`config.mk`:
```
export PLATFORM = sky130hd
export DESIGN_NAME = l1_dcache
export DESIGN_NICKNAME = d
export VERILOG_FILES = /design/src/rtl/cache_types.sv /design/src/rtl/dcache_array.sv /design/src/rtl/l1_dcache.sv
export SDC_FILE = /design/constraint.sdc
export NUM_CORES = 2
export LEC_CHECK = 0
export CORE_ASPECT_RATIO = 1.25
export CORE_MARGIN = 5
export CORE_UTILIZATION = 55
export DETAILED_ROUTE_END_ITERATION = 12
export PLACE_DENSITY = 0.78
export SKIP_LAST_GASP = 1
export SLEW_MARGIN = 20
export SYNTH_ARGS = -nofsm -noshare
export SYNTH_HDL_FRONTEND = slang
export SYNTH_SLANG_ARGS = --single-unit
export TNS_END_PERCENT = 50
```
`constraint.sdc`:
```
create_clock -name clk -period 9.3 [get_ports clk]
set_input_delay 1.86 -clock clk [delete_from_list [all_inputs] [get_ports clk]]
set_output_delay 1.86 -clock clk [all_outputs]
set_load 0.01 [all_outputs]
```
`src/rtl/cache_types.sv`:
```
// Shared types and constants for the L1 data cache.
package cache_types;
  localparam int LINE_BYTES = 32;
  localparam int LINE_WORDS = 8;

  typedef enum logic [2:0] {IDLE, CHECK, RESP, WB, ALLOC} cache_state_t;
  typedef logic [LINE_BYTES*8-1:0] cache_line_t;
endpackage

```
`src/rtl/dcache_array.sv`:
```
// Per-set storage: tag/valid/dirty/data flops with a combinational read port,
// a full-line fill port and a byte-masked word write port.
module dcache_array
  import cache_types::*;
#(
  parameter int S_INDEX = 3,
  parameter int S_TAG   = 24
) (
  input  logic               clk,
  input  logic               rst,
  input  logic [S_INDEX-1:0] index,
  output logic [S_TAG-1:0]   rd_tag,
  output logic               rd_valid,
  output logic               rd_dirty,
  output logic [255:0]       rd_line,
  input  logic               line_we,
  input  logic [S_TAG-1:0]   line_tag,
  input  logic [255:0]       line_data,
  input  logic               word_we,
  input  logic [2:0]         word_sel,
  input  logic [3:0]         word_be,
  input  logic [31:0]        word_data,
  input  logic               clean
);
  localparam int SETS = 2**S_INDEX;

  logic [SETS-1:0]  valid_q;
  logic [SETS-1:0]  dirty_q;
  logic [S_TAG-1:0] tag_q  [SETS];
  cache_line_t      data_q [SETS];

  assign rd_tag   = tag_q[index];
  assign rd_valid = valid_q[index];
  assign rd_dirty = dirty_q[index];
  assign rd_line  = data_q[index];

  // Only the status bits are reset; tag and data contents are meaningless until valid.
  always_ff @(posedge clk or negedge rst) begin
    if (!rst) begin
      valid_q <= '0;
      dirty_q <= '0;
    end else if (line_we) begin
      valid_q[index] <= 1'b1;
      dirty_q[index] <= 1'b0;
    end else if (word_we && (word_be != 4'b0000)) begin
      dirty_q[index] <= 1'b1;
    end else if (clean) begin
      dirty_q[index] <= 1'b0;
    end
  end

  always_ff @(posedge clk) begin
    if (line_we) begin
      tag_q[index]  <= line_tag;
      data_q[index] <= line_data;
    end else if (word_we) begin
      for (int b = 0; b < 4; b++) begin
        if (word_be[b]) data_q[index][{word_sel, b[1:0], 3'b000} +: 8] <= word_data[8*b +: 8];
      end
    end
  end
endmodule

```
`src/rtl/l1_dcache.sv`:
```
// Direct-mapped write-back, write-allocate L1 data cache: CPU word port in,
// 256-bit line port out.
module l1_dcache
  import cache_types::*;
#(
  parameter int S_INDEX  = 3,
  parameter int S_OFFSET = 5,
  parameter int S_TAG    = 32 - S_INDEX - S_OFFSET
) (
  input  logic         clk,
  input  logic         rst,
  input  logic [31:0]  mem_address,
  input  logic         mem_read,
  input  logic         mem_write,
  input  logic [3:0]   mem_byte_enable,
  input  logic [31:0]  mem_wdata,
  output logic [31:0]  mem_rdata,
  output logic         mem_resp,
  output logic [31:0]  pmem_address,
  output logic         pmem_read,
  output logic         pmem_write,
  output logic [255:0] pmem_wdata,
  input  logic [255:0] pmem_rdata,
  input  logic         pmem_resp
);
  cache_state_t state;

  logic [S_INDEX-1:0]            idx;
  logic [S_TAG-1:0]              tag;
  logic [$clog2(LINE_WORDS)-1:0] word_sel;
  logic                          unused_addr;
  logic [S_TAG-1:0]              way_tag;
  logic                          way_valid;
  logic                          way_dirty;
  logic [255:0]                  way_line;
  logic                          hit;
  logic                          fill_we;
  logic                          word_we;
  logic                          clean;

  assign idx         = mem_address[S_OFFSET+S_INDEX-1:S_OFFSET];
  assign tag         = mem_address[31:32-S_TAG];
  assign word_sel    = mem_address[S_OFFSET-1:2];
  assign unused_addr = ^mem_address[1:0];

  assign hit     = way_valid && (way_tag == tag);
  assign fill_we = (state == ALLOC) && pmem_resp;
  assign word_we = (state == CHECK) && hit && mem_write;
  assign clean   = (state == WB) && pmem_resp;

  dcache_array #(.S_INDEX(S_INDEX), .S_TAG(S_TAG)) u_array (
    .clk       (clk),
    .rst       (rst),
    .index     (idx),
    .rd_tag    (way_tag),
    .rd_valid  (way_valid),
    .rd_dirty  (way_dirty),
    .rd_line   (way_line),
    .line_we   (fill_we),
    .line_tag  (tag),
    .line_data (pmem_rdata),
    .word_we   (word_we),
    .word_sel  (word_sel),
    .word_be   (mem_byte_enable),
    .word_data (mem_wdata),
    .clean     (clean)
  );

  // A fill returns to CHECK so every request completes through the hit path.
  always_ff @(posedge clk or negedge rst) begin
    if (!rst) begin
      state        <= IDLE;
      mem_rdata    <= '0;
      mem_resp     <= 1'b0;
      pmem_address <= '0;
      pmem_read    <= 1'b0;
      pmem_write   <= 1'b0;
      pmem_wdata   <= '0;
    end else begin
      mem_resp <= 1'b0;
      case (state)
        IDLE: if (mem_read || mem_write) state <= CHECK;
        CHECK: begin
          if (hit) begin
            mem_rdata <= way_line[{word_sel, 5'b00000} +: 32];
            mem_resp  <= 1'b1;
            state     <= RESP;
          end else if (way_valid && way_dirty) begin
            pmem_write   <= 1'b1;
            pmem_address <= {way_tag, idx, {S_OFFSET{1'b0}}};
            pmem_wdata   <= way_line;
            state        <= WB;
          end else begin
            pmem_read    <= 1'b1;
            pmem_address <= {tag, idx, {S_OFFSET{1'b0}}};
            state        <= ALLOC;
          end
        end
        RESP: state <= IDLE;
        WB: if (pmem_resp) begin
          pmem_write   <= 1'b0;
          pmem_read    <= 1'b1;
          pmem_address <= {tag, idx, {S_OFFSET{1'b0}}};
          state        <= ALLOC;
        end
        ALLOC: if (pmem_resp) begin
          pmem_read <= 1'b0;
          state     <= CHECK;
        end
        default: state <= IDLE;
      endcase
    end
  end
endmodule

```
==> metrics.md <==
| Metric | Value |
|---|---|
| Yosys top cell area share | 0.653 |
| Post-synthesis sequential area ratio | 0.735 |
| Worst setup SP type | input pin |
| IO Count | 652 |
| Clock power frac | 0.390 |
| Antenna Nets Post-Route | 0 |
| CP required | 9.80 ns |
| Switching power | 5.91 mW |
| Num CTS Buffers | 228 |
| Register share of total power | 0.520 |
| CTS tree | built |
| Htree depth | 4 |
| Worst Path Buf+Inv | 2 |
| GPL Wtd Cong | 0.887 |
| Die height | 494 um |
| Slew Viols, Final | 0 |
| Outcome | finished, final reports clean |
| Top post-synthesis cells by area | edfxtp_1 (65%), dfrtp_1 (8.2%), mux2_2 (6.4%) |
| Post-synth cell types | 70 |
| # Post-CTS Setup Buffers | 0 |
| Vias in the first global route | 64300 |
| Yosys Warn Count | 0 |
| Max clock buf depth | 3 |
| Die width | 397 um |
| Max layer used | met5 |
| I/O Buffers | 644 |
| First-pass GRT wire length | 480 mm |
| Clock Sinks | 2577 |
| Max Cap Viol | 0 |
| Wire length per cell | 36.4 um |
| R2R setup slack | 3.74 ns |
| Fin area | 121000 um2 |
| Placement Cell Area | 113000 um2 |
| Met1 WL | 118 mm |
| Core Area | 186000 um2 |
| Leading cell types in the layout, fill and taps excluded | edfxtp_1 (2240), clkdlybuf4s50_1 (637), mux2_2 (583) |
| Initial Util | 0.553 |
| Iter 0 DRT Violations | 10600 |
| WP data arrival | 7.65 ns |
| Final net count | 7135 |
| Worst Setup SP | mem_address[6] |
| Die area | 196000 um2 |
| Number of synthesized flops with an enable pin | 2240 |
| Pin count of the biggest net entering global routing | 116 |
| Fin crit share | 0.769 |
| DP HPWL | 223 mm |
| Row cnt | 177 |
| CTS Hold Buffers Added | 0 |
| Post-Syn Area | 103000 um2 |
| CTS Root Cell | clkbuf_16 |
| Via density | 6.90 |
| CTS resizes | 0 |
| Pre-antenna DRT Iters | 7 |
| Final min period | 7.15 ns |
| Crit-path slowest cell | a21oi_1 |
| DRC violations left | 0 |
| CTS clk-pin slew, worst paths | 0.07 ns |
| Crit. End Element | flop |
| Initial antenna violation count | 39 |
| Sw frac | 0.236 |
| Lkg Pwr | 42.0 nW |
| Reg-to-reg startpoint | u_array.tag_q[0][19] |
| Worst Hold Class | flop to flop |
| Total GRT Usage | 0.346 |
| PwrDens | 207 nW/um2 |
| Via count | 65800 |
| Growth of design area from synthesis to finish | 17.1% |
| Post-synth top flop | edfxtp_1 |
| DR WL met3 | 55.4 mm |
| Synthesized flop and latch total | 2577 |
| Asr flop ratio synth | 0.131 |
| Max FO, Critical Path | 59 |
| Synth area leader | edfxtp_1 |
| HP Start | u_array.valid_q[3] |
| Clock latency on the worst-skew pair | 0.90 ns |
| RSZ-0062 raised after global routing | false |
| CP Cell Sequence | buf_8 -> buf_4 -> mux4_2 -> mux2i_1 -> xnor2_1 -> or2_2 -> nor4_1 -> and4b_2 -> nand3_1 -> a21oi_1 |
| Setup TNS | 0 ns |
| Cells after synthesis | 6129 |
| CP Class | input pin to flop |
| Peak VDD IR | 0.186 mV |
| Clk_skew | 0.0540 ns |
| Met2 WL | 152 mm |
| Synth Area per Inst | 16.8 um2 |
| Layout cell share with drive strength beyond 1 | 0.199 |
| Relative slew margins | 0.156 |
| Post-layout util | 0.648 |
| Max frequency | 140 MHz |
| Final Hold Fails | 0 |
| Combinational share of power | 0.090 |
| Routed wire length | 347 mm |
| Commonest non-fill, non-tap cell in the layout | edfxtp_1 |
| Final setup fails | 0 |
| GRT Residual Overflow | 0 |
| Int Pwr | 19.1 mW |
| CP top delay family | simple AND/OR/NAND/NOR gates |
| Transition time of the tightest slew-check pin | 1.26 ns |
| Largest stage delay, worst path | 1.20 ns |
## through the flow
stage               total power [mW]  hold WS [ns]  worst slack (ns)  instances
detailed placement              15.4         0.455              1.34       9075
CTS                             24.9         0.470              2.27       9505
finish                          25.0         0.473              2.15       9538
global placement                15.4         0.449              1.61       9075
global route                    25.6         0.491              2.03       9508
floorplan                       14.3         0.435              3.41       6133
## cell usage after synthesis (all sizes together) (36+ instances only)
cell type  instances
a21oi            156
a221o             38
a221oi           218
a22o              95
a22oi            484
and3              87
buf              161
clkbuf           270
dfrtp            337
edfxtp          2240
inv              117
mux2             626
mux2i            265
mux4              84
nand2            172
nand3             66
nand4             56
nor2             155
nor3              36
o21ai            231
## sequential cells by signal, indices dropped and copies added, names as in the netlist, named ones only
register / flops
mem_rdata: 32
pmem_read: 1
u_array.tag_q: 192
pmem_address: 27
state: 3
pmem_write: 1
u_array.data_q: 2048
u_array.valid_q: 8
pmem_wdata: 256
mem_resp: 1
## worst paths after layout
kind | end | depth (start not counted)
worst max register to register | u_array.data_q[0][80] | 9
worst min register to register | u_array.valid_q[3] | 1
worst min-delay path | u_array.valid_q[3] | 1
min in group asynchronous | pmem_wdata[86] | 1
max in group asynchronous | pmem_wdata[158] | 3
worst max-delay path | u_array.data_q[0][6] | 10
## power by group through the flow
stage,Clock (mW),Combinational [mW],Sequential (mW)
finish,9.74,2.26,13.0
global route,10.2,2.31,13.0
CTS,9.74,2.19,13.0
detailed placement,0,2.18,13.2
global placement,0,2.14,13.2
floorplan,0,1.02,13.2
## logic make-up after synthesis
| logic type | Yosys count | share of synthesized area |
|---|---|---|
| AOI/OAI and AO/OA | 1331 | 0.0927 |
| xor gates and xnor gates | 12 | 0.00102 |
| adders and majority gates | 6 | 0.000728 |
| buffers and inverters | 549 | 0.0220 |
| DFF | 2577 | 0.735 |
| muxes | 975 | 0.114 |
| other | 1 | 0.0000364 |
| and+or+nand+nor | 678 | 0.0351 |
## metal layers
metal	GRT usage	vias to the layer above
li1	-	26000
met1	0.450	32700
met4	0.181	42
met5	0	-
met3	0.131	1169
met2	0.511	5893
## cell type report
type,instances,area [um2]
clock buffer,295,6290
tap,2506,3140
inverter,118,453
sequential,2577,75700
antenna,32,80.1
timing repair buffer,868,8290
clock inverter,135,1440
multi-input combinational,3007,25300
fill,12400,65500
Note: power is estimated with default switching activity, not from simulation.
